$ cat src/rtl/pipe_hazard_ctrl.sv
// ---------------------------------------------------------------------------
// pipe_hazard_ctrl
//   Hazard and forwarding controller for a 5-stage pipelined CPU datapath.
//   Shadows the destination/control fields of the instructions in EX and MEM,
//   drives the decode-stage forwarding mux selects, detects load-use and
//   flag-use hazards (stall PC/IF-ID, bubble ID/EX), flushes IF/ID on taken
//   branches resolved in decode, and counts stall/flush cycles (saturating).
//
// Ports:
//   clk, reset        clock (posedge) and asynchronous active-low reset
//   id_*              decode-stage instruction fields
//   forward_sel_a/b   00 regfile, 01 EX ALU result, 10 MEM write-back value
//   stall             hold PC and IF/ID
//   id_ex_bubble      zero write enables entering ID/EX
//   if_id_flush       discard the instruction currently in IF
//   stall_count       saturating count of stall cycles
//   flush_count       saturating count of flush cycles
// ---------------------------------------------------------------------------
module pipe_hazard_ctrl #(
    parameter int REG_W    = 5,
    parameter int ZERO_REG = 31,
    parameter int CNT_W    = 16
) (
    input  logic             clk,
    input  logic             reset,
    input  logic             id_valid,
    input  logic [REG_W-1:0] id_rn,
    input  logic [REG_W-1:0] id_rm,
    input  logic             id_uses_rn,
    input  logic             id_uses_rm,
    input  logic [REG_W-1:0] id_rd,
    input  logic             id_reg_write,
    input  logic             id_mem_read,
    input  logic             id_flag_set,
    input  logic             id_uses_flags,
    input  logic             id_branch_taken,
    output logic [1:0]       forward_sel_a,
    output logic [1:0]       forward_sel_b,
    output logic             stall,
    output logic             id_ex_bubble,
    output logic             if_id_flush,
    output logic [CNT_W-1:0] stall_count,
    output logic [CNT_W-1:0] flush_count
);

    localparam logic [REG_W-1:0] ZERO_IDX = REG_W'(ZERO_REG);
    localparam logic [CNT_W-1:0] CNT_MAX  = {CNT_W{1'b1}};
    localparam logic [CNT_W-1:0] CNT_ONE  = CNT_W'(1);

    // A slot is a forward source only if it holds a real register write to a
    // non-zero register; stores (reg_write=0) and bubbles never match.
    function automatic logic slot_hit(input logic             valid,
                                      input logic             reg_write,
                                      input logic [REG_W-1:0] rd,
                                      input logic [REG_W-1:0] r);
        return valid & reg_write & (rd == r) & (r != ZERO_IDX);
    endfunction

    // Younger (EX) result wins over MEM when both slots match.
    function automatic logic [1:0] fwd_sel(input logic uses,
                                           input logic ex_hit,
                                           input logic mem_hit);
        logic [1:0] sel;
        if (!uses) begin
            sel = 2'b00;
        end else if (ex_hit) begin
            sel = 2'b01;
        end else if (mem_hit) begin
            sel = 2'b10;
        end else begin
            sel = 2'b00;
        end
        return sel;
    endfunction

    // Shadow slots and counters
    logic             ex_valid_q,     ex_valid_d;
    logic [REG_W-1:0] ex_rd_q,        ex_rd_d;
    logic             ex_reg_write_q, ex_reg_write_d;
    logic             ex_mem_read_q,  ex_mem_read_d;
    logic             ex_flag_set_q,  ex_flag_set_d;
    logic             mem_valid_q,     mem_valid_d;
    logic [REG_W-1:0] mem_rd_q,        mem_rd_d;
    logic             mem_reg_write_q, mem_reg_write_d;
    logic [CNT_W-1:0] stall_count_q, stall_count_d;
    logic [CNT_W-1:0] flush_count_q, flush_count_d;

    // Combinational hazard terms
    logic ex_hit_rn_s, ex_hit_rm_s, mem_hit_rn_s, mem_hit_rm_s;
    logic load_use_s, flag_stall_s, stall_s, flush_s;

    // Slot matches, hazard detection and forward selects from ID + shadow state
    always_comb begin
        ex_hit_rn_s  = slot_hit(ex_valid_q,  ex_reg_write_q,  ex_rd_q,  id_rn);
        ex_hit_rm_s  = slot_hit(ex_valid_q,  ex_reg_write_q,  ex_rd_q,  id_rm);
        mem_hit_rn_s = slot_hit(mem_valid_q, mem_reg_write_q, mem_rd_q, id_rn);
        mem_hit_rm_s = slot_hit(mem_valid_q, mem_reg_write_q, mem_rd_q, id_rm);

        // Load result is not available until the load reaches MEM.
        load_use_s   = id_valid & ex_mem_read_q &
                       ((ex_hit_rn_s & id_uses_rn) | (ex_hit_rm_s & id_uses_rm));
        // Flags are written at the end of EX, so a consumer waits one cycle.
        flag_stall_s = id_valid & id_uses_flags & ex_valid_q & ex_flag_set_q;
        stall_s      = load_use_s | flag_stall_s;
        // A stalled branch is re-evaluated next cycle, so it must not flush yet.
        flush_s      = id_valid & id_branch_taken & ~stall_s;

        forward_sel_a = fwd_sel(id_uses_rn, ex_hit_rn_s, mem_hit_rn_s);
        forward_sel_b = fwd_sel(id_uses_rm, ex_hit_rm_s, mem_hit_rm_s);
        stall         = stall_s;
        id_ex_bubble  = stall_s;
        if_id_flush   = flush_s;
    end

    // Next state: advance the shadow pipeline and bump saturating counters
    always_comb begin
        mem_valid_d     = ex_valid_q;
        mem_rd_d        = ex_rd_q;
        mem_reg_write_d = ex_reg_write_q;

        if (id_valid && !stall_s) begin
            ex_valid_d     = 1'b1;
            ex_rd_d        = id_rd;
            ex_reg_write_d = id_reg_write;
            ex_mem_read_d  = id_mem_read;
            ex_flag_set_d  = id_flag_set;
        end else begin
            ex_valid_d     = 1'b0;
            ex_rd_d        = {REG_W{1'b0}};
            ex_reg_write_d = 1'b0;
            ex_mem_read_d  = 1'b0;
            ex_flag_set_d  = 1'b0;
        end

        if (stall_s && (stall_count_q != CNT_MAX)) begin
            stall_count_d = stall_count_q + CNT_ONE;
        end else begin
            stall_count_d = stall_count_q;
        end

        if (flush_s && (flush_count_q != CNT_MAX)) begin
            flush_count_d = flush_count_q + CNT_ONE;
        end else begin
            flush_count_d = flush_count_q;
        end
    end

    // State registers with asynchronous active-low reset
    always_ff @(posedge clk or negedge reset) begin
        if (!reset) begin
            ex_valid_q      <= 1'b0;
            ex_rd_q         <= {REG_W{1'b0}};
            ex_reg_write_q  <= 1'b0;
            ex_mem_read_q   <= 1'b0;
            ex_flag_set_q   <= 1'b0;
            mem_valid_q     <= 1'b0;
            mem_rd_q        <= {REG_W{1'b0}};
            mem_reg_write_q <= 1'b0;
            stall_count_q   <= {CNT_W{1'b0}};
            flush_count_q   <= {CNT_W{1'b0}};
        end else begin
            ex_valid_q      <= ex_valid_d;
            ex_rd_q         <= ex_rd_d;
            ex_reg_write_q  <= ex_reg_write_d;
            ex_mem_read_q   <= ex_mem_read_d;
            ex_flag_set_q   <= ex_flag_set_d;
            mem_valid_q     <= mem_valid_d;
            mem_rd_q        <= mem_rd_d;
            mem_reg_write_q <= mem_reg_write_d;
            stall_count_q   <= stall_count_d;
            flush_count_q   <= flush_count_d;
        end
    end

    assign stall_count = stall_count_q;
    assign flush_count = flush_count_q;

endmodule

$ cat config.mk
export PLATFORM = sky130hd
export DESIGN_NAME = pipe_hazard_ctrl
export DESIGN_NICKNAME = d
export VERILOG_FILES = /design/src/rtl/pipe_hazard_ctrl.sv
export SDC_FILE = /design/constraint.sdc
export NUM_CORES = 1
export LEC_CHECK = 0
export ABC_AREA = 1
export CAP_MARGIN = 0
export CORE_MARGIN = 3
export CORE_UTILIZATION = 30
export DETAILED_ROUTE_END_ITERATION = 6
export GPL_ROUTABILITY_DRIVEN = 0
export PLACE_DENSITY = 0.62
export SKIP_LAST_GASP = 1
export SYNTH_ARGS = -nofsm -noshare
export SYNTH_HDL_FRONTEND = slang
export SYNTH_SLANG_ARGS = --single-unit
$ cat constraint.sdc
create_clock -name clk -period 1.8 [get_ports clk]
set_clock_uncertainty 0.05 [all_clocks]
set_input_delay 0.36 -clock clk [delete_from_list [all_inputs] [get_ports clk]]
set_output_delay 0.36 -clock clk [all_outputs]
set_load 0.02 [all_outputs]
==> results.py <==
metrics = {
    "logic_synthesis": {
        "total_of_flip_flops_plus_latches_after_synthesis": 48,
        "netlist_area_um2": 3000,
        "netlist_top_cells_area": "sky130_fd_sc_hd__dfrtp_1, sky130_fd_sc_hd__nand2_1, sky130_fd_sc_hd__inv_1, sky130_fd_sc_hd__xor2_1, sky130_fd_sc_hd__nand4_1",
        "synth-seq-area-share_pct": 40.03,
        "synth_cells": 397,
        "synth_cell_type_count": 34,
        "synth_top_area_cell": "sky130_fd_sc_hd__dfrtp_1",
        "yosys_synthesis_warning_count": 0,
        "asyncSetResetFlopFracSynth_pct": 100.0,
        "post_synth_most_frequent_cells": "sky130_fd_sc_hd__nand2_1, sky130_fd_sc_hd__inv_1, sky130_fd_sc_hd__dfrtp_1, sky130_fd_sc_hd__nor2_1, sky130_fd_sc_hd__nand3_1",
        "fraction_of_post_synthesis_cell_area_in_the_top_cell_type_by_area_pct": 40.03,
        "synth.net_count": 424,
        "synth_edf_count": 0,
        "synth_most_common_cell": "sky130_fd_sc_hd__nand2_1",
        "postSynthAreaPerCell_um2": 7.558,
        "synth_top_flop_cell": "sky130_fd_sc_hd__dfrtp_1",
    },
    "pwr": {
        "peak_supply_drop_v": 0.0003420,
        "leakage_uw": 0.002472,
        "power-per-cell-area_nw_per_um2": 604.1,
    },
    "sta": {
        "min_period_over_period_pct": 115.4,
        "period_needed_ps": 2077,
        "final.setup.tns_ps": -4160,
        "timing.final.setup_violations": 23,
        "timing_max_transition_violations_final": 0,
        "max_fclk_mhz": 481.5,
        "least_margin_pin_slew_ps": 596.0,
        "fin_ws_ps": -276.8,
        "rsz0062_at_grt": "yes",
        "timing_hold_violations_final": 0,
        "timing.slew.headroom_pct": 60.27,
    },
    "layout": {
        "antenna_cells_inserted": 0,
        "area.growth.synth_to_final_pct": 53.67,
        "number_of_cells_in_the_finished_layout_apart_from_fillers": 642,
        "non_filler_cell_area_final_um2": 4611,
        "post_route_cells_drive_above_1_share_pct": 29.04,
        "ff_latch_area_um2": 1205,
        "multi_input_comb_area_um2": 1763,
        "fillerInstances": 922,
        "num-nets-final": 540,
    },
    "setup_path": {
        "timing.critical_path.to": "stall",
        "worst_setup_path_start_kind": "flop",
        "worstPathMaxFanout": 4,
        "critical_path.startpoint": "ex_rd_q[4]$_DFF_PN0_",
        "ff2ff_setup_slack_ps": -200,
        "cp_num_buf_inv": 3,
        "worstPathRequired_ps": 1390,
        "critical_path.cell_chain": "inv_2, nand2_2, nand2_1, nand2_1, nor2_2, nand3_2, nand2_2, nand2_4, nand2_4, buf_12, buf_8",
        "arrival_time_at_the_worst_endpoint_ps": 1670,
        "criticalPathCategory": "reg -> out",
        "path_delay_family": "simple AND/OR/NAND/NOR gates",
        "worst_r2r_startpoint": "ex_rd_q[4]$_DFF_PN0_",
        "timing.critical_path.slowest_cell_delay_ps": 440,
        "timing.rr.end": "stall_count[2]$_DFFE_PN0P_",
        "timing.critical_path.slowest_stage_cell": "sky130_fd_sc_hd__dfrtp_2",
        "worstRegToRegCells": 16,
        "crit_path_end_kind": "primary output",
        "cp.depth": 11,
    },
    "cts": {
        "clock-root-buffer": "sky130_fd_sc_hd__clkbuf_8",
        "htreeDepth": 2,
        "cts_hold_buf": 0,
        "clk_pin_slew_worst_paths_ps": 90,
        "tritoncts_clock_tree": "built",
        "cts-root-to-sink-buffers": 2,
        "clk-insertion-delay-late_ps": 290,
        "cts_buffers": 5,
        "cts_sinks": 48,
    },
    "detailed_routing": {
        "drt_first_pass_iters": 4,
        "vias": 3005,
        "m1WireLength_mm": 3.923,
        "viasPerCell": 4.681,
        "detailed_routed_wire_length_on_met3_um": 521,
        "met2RoutedLength_mm": 4.143,
        "highest-signal-layer": "met4",
        "finalWirelength_mm": 8.653,
        "detail_route.iter0.violations": 140,
        "drcViolationCount": 0,
        "drt-wirelength-per-cell_um": 13.48,
        "ant_nets_after_route": 0,
    },
    "die": {
        "die_w_um": 106.0,
        "dieArea_um2": 11240,
        "initial_util_pct": 31.72,
        "die_h_um": 106.0,
        "io-pin-count": 64,
        "placementRows": 35,
        "fp.coreArea_um2": 9459,
    },
    "placed_design": {
        "dp.cells": 616,
        "dp_hpwl_mm": 6.006,
        "dpl_worst_slack_ps": -963.5,
        "number_of_port_buffers": 63,
        "placedInstanceArea_um2": 3998,
    },
    "grt": {
        "via_count_of_the_first_global_routing_pass": 3106,
        "grt_remaining_overflow": 0,
        "grt_util_all_layers_pct": 15.57,
        "grt_start_max_net_pins": 26,
        "first_pass_grt_wire_length_mm": 14.42,
        "grt_antenna_before_repair": 0,
    },
    "worst_hold_path": {
        "hold_class": "in -> async",
    },
    "run_status": {
        "run_status": "finished with violations",
        "failed_checks": "setup timing",
    },
    "run": {
        "drv_cap": 0,
    },
}
-- worst register-to-register path: stages, from the launching register on --
cell and delay, ps:
sky130_fd_sc_hd__dfrtp_2 440, sky130_fd_sc_hd__inv_2 70, sky130_fd_sc_hd__nand2_2 40, sky130_fd_sc_hd__nand2_1 50
sky130_fd_sc_hd__nand2_1 60, sky130_fd_sc_hd__nor2_2 130, sky130_fd_sc_hd__nand3_2 100, sky130_fd_sc_hd__nand2_2 120
sky130_fd_sc_hd__nand2_4 60, sky130_fd_sc_hd__nand2_4 80, sky130_fd_sc_hd__buf_12 120, sky130_fd_sc_hd__buf_4 100
sky130_fd_sc_hd__buf_6 90, sky130_fd_sc_hd__buf_12 150, sky130_fd_sc_hd__nand2_8 100, sky130_fd_sc_hd__nand2_2 70
sky130_fd_sc_hd__o21ai_2 40
-- power breakdown --
group	switching (uW)	internal [uW]
combinational	410	361
clock	336	408
sequential	108	1160
-- per-stage QoR --
step	util, %	power (uW)	hold slack (ps)
floorplan	-	1597	14.41
global placement	42.26	1972	317.2
detailed placement	42.26	1987	320.3
CTS	46.30	2764	17.00
global route	48.74	2953	50.70
finish	48.74	2785	8.324
-- sequential cells by signal (all words and copies together) (netlist names) --
name             count
stall_count         16
mem_valid_q          1
ex_rd_q              5
flush_count         16
ex_mem_read_q        1
mem_reg_write_q      1
ex_flag_set_q        1
ex_valid_q           1
mem_rd_q             5
ex_reg_write_q       1
-- cells in the final DEF (no fill, tap or decap), types with 8 or more instances in the layout --
master                             n
sky130_fd_sc_hd__dfrtp_1          45
sky130_fd_sc_hd__inv_1            50
sky130_fd_sc_hd__nand2_4           8
sky130_fd_sc_hd__xnor2_1           9
sky130_fd_sc_hd__nand3_1          24
sky130_fd_sc_hd__buf_6            11
sky130_fd_sc_hd__nand4_1          24
sky130_fd_sc_hd__nor3_1           10
sky130_fd_sc_hd__dlygate4sd2_1    15
sky130_fd_sc_hd__nor2_1           24
sky130_fd_sc_hd__buf_4            40
sky130_fd_sc_hd__xor2_1           23
sky130_fd_sc_hd__nand2_1          91
sky130_fd_sc_hd__clkdlybuf4s50_1  23
sky130_fd_sc_hd__nand2_2          22
sky130_fd_sc_hd__dlymetal6s2s_1   14
sky130_fd_sc_hd__inv_2            12
-- cells by family (layout without fill, tap and decap cells) --
family          after synthesis  count (layout)  share of synthesized area [%]
simple gates                231             234                          36.45
buf+inv                      73             186                          10.47
xor+xnor                     32              32                          9.341
compound gates               11              11                          2.878
flops                        48              48                          40.03
fa+ha+maj                     2               2                         0.8339
-- cell type report --
cell class / count / share of cell area, %
sequential: 48 / 26.13
inverter: 64 / 5.265
clock inverter: 1 / 0.6513
multi-input combinational: 279 / 38.24
tap: 129 / 3.501
timing repair buffer: 115 / 24.64
clock buffer: 6 / 1.574
-- worst min path at each step --
stage                                        to  slack (ps)
floorplan               ex_flag_set_q$_DFF_PN0_          10
global placement      mem_reg_write_q$_DFF_PN0_         320
detailed placement    mem_reg_write_q$_DFF_PN0_         320
CTS                  flush_count[8]$_DFFE_PN0P_          20
global route        flush_count[10]$_DFFE_PN0P_          50
finish              flush_count[10]$_DFFE_PN0P_           8
-- metal layers --
| layer | vias to the layer above | global-route usage [%] |
|---|---|---|
| li1 | 1487 | - |
| met1 | 1423 | 20.27 |
| met2 | 88 | 26.00 |
| met3 | 7 | 3.461 |
| met4 | 0 | 4.440 |
| met5 | - | 0 |
-- timing repair --
item / in CTS / in global routing
pin swaps: 19 / 27
buffers inserted: 12 / 8
gates cloned: 3 / 1
resized for setup: 102 / 57
endpoints found under the setup margin: 55 / 55
(Power assumes the default switching activity.)
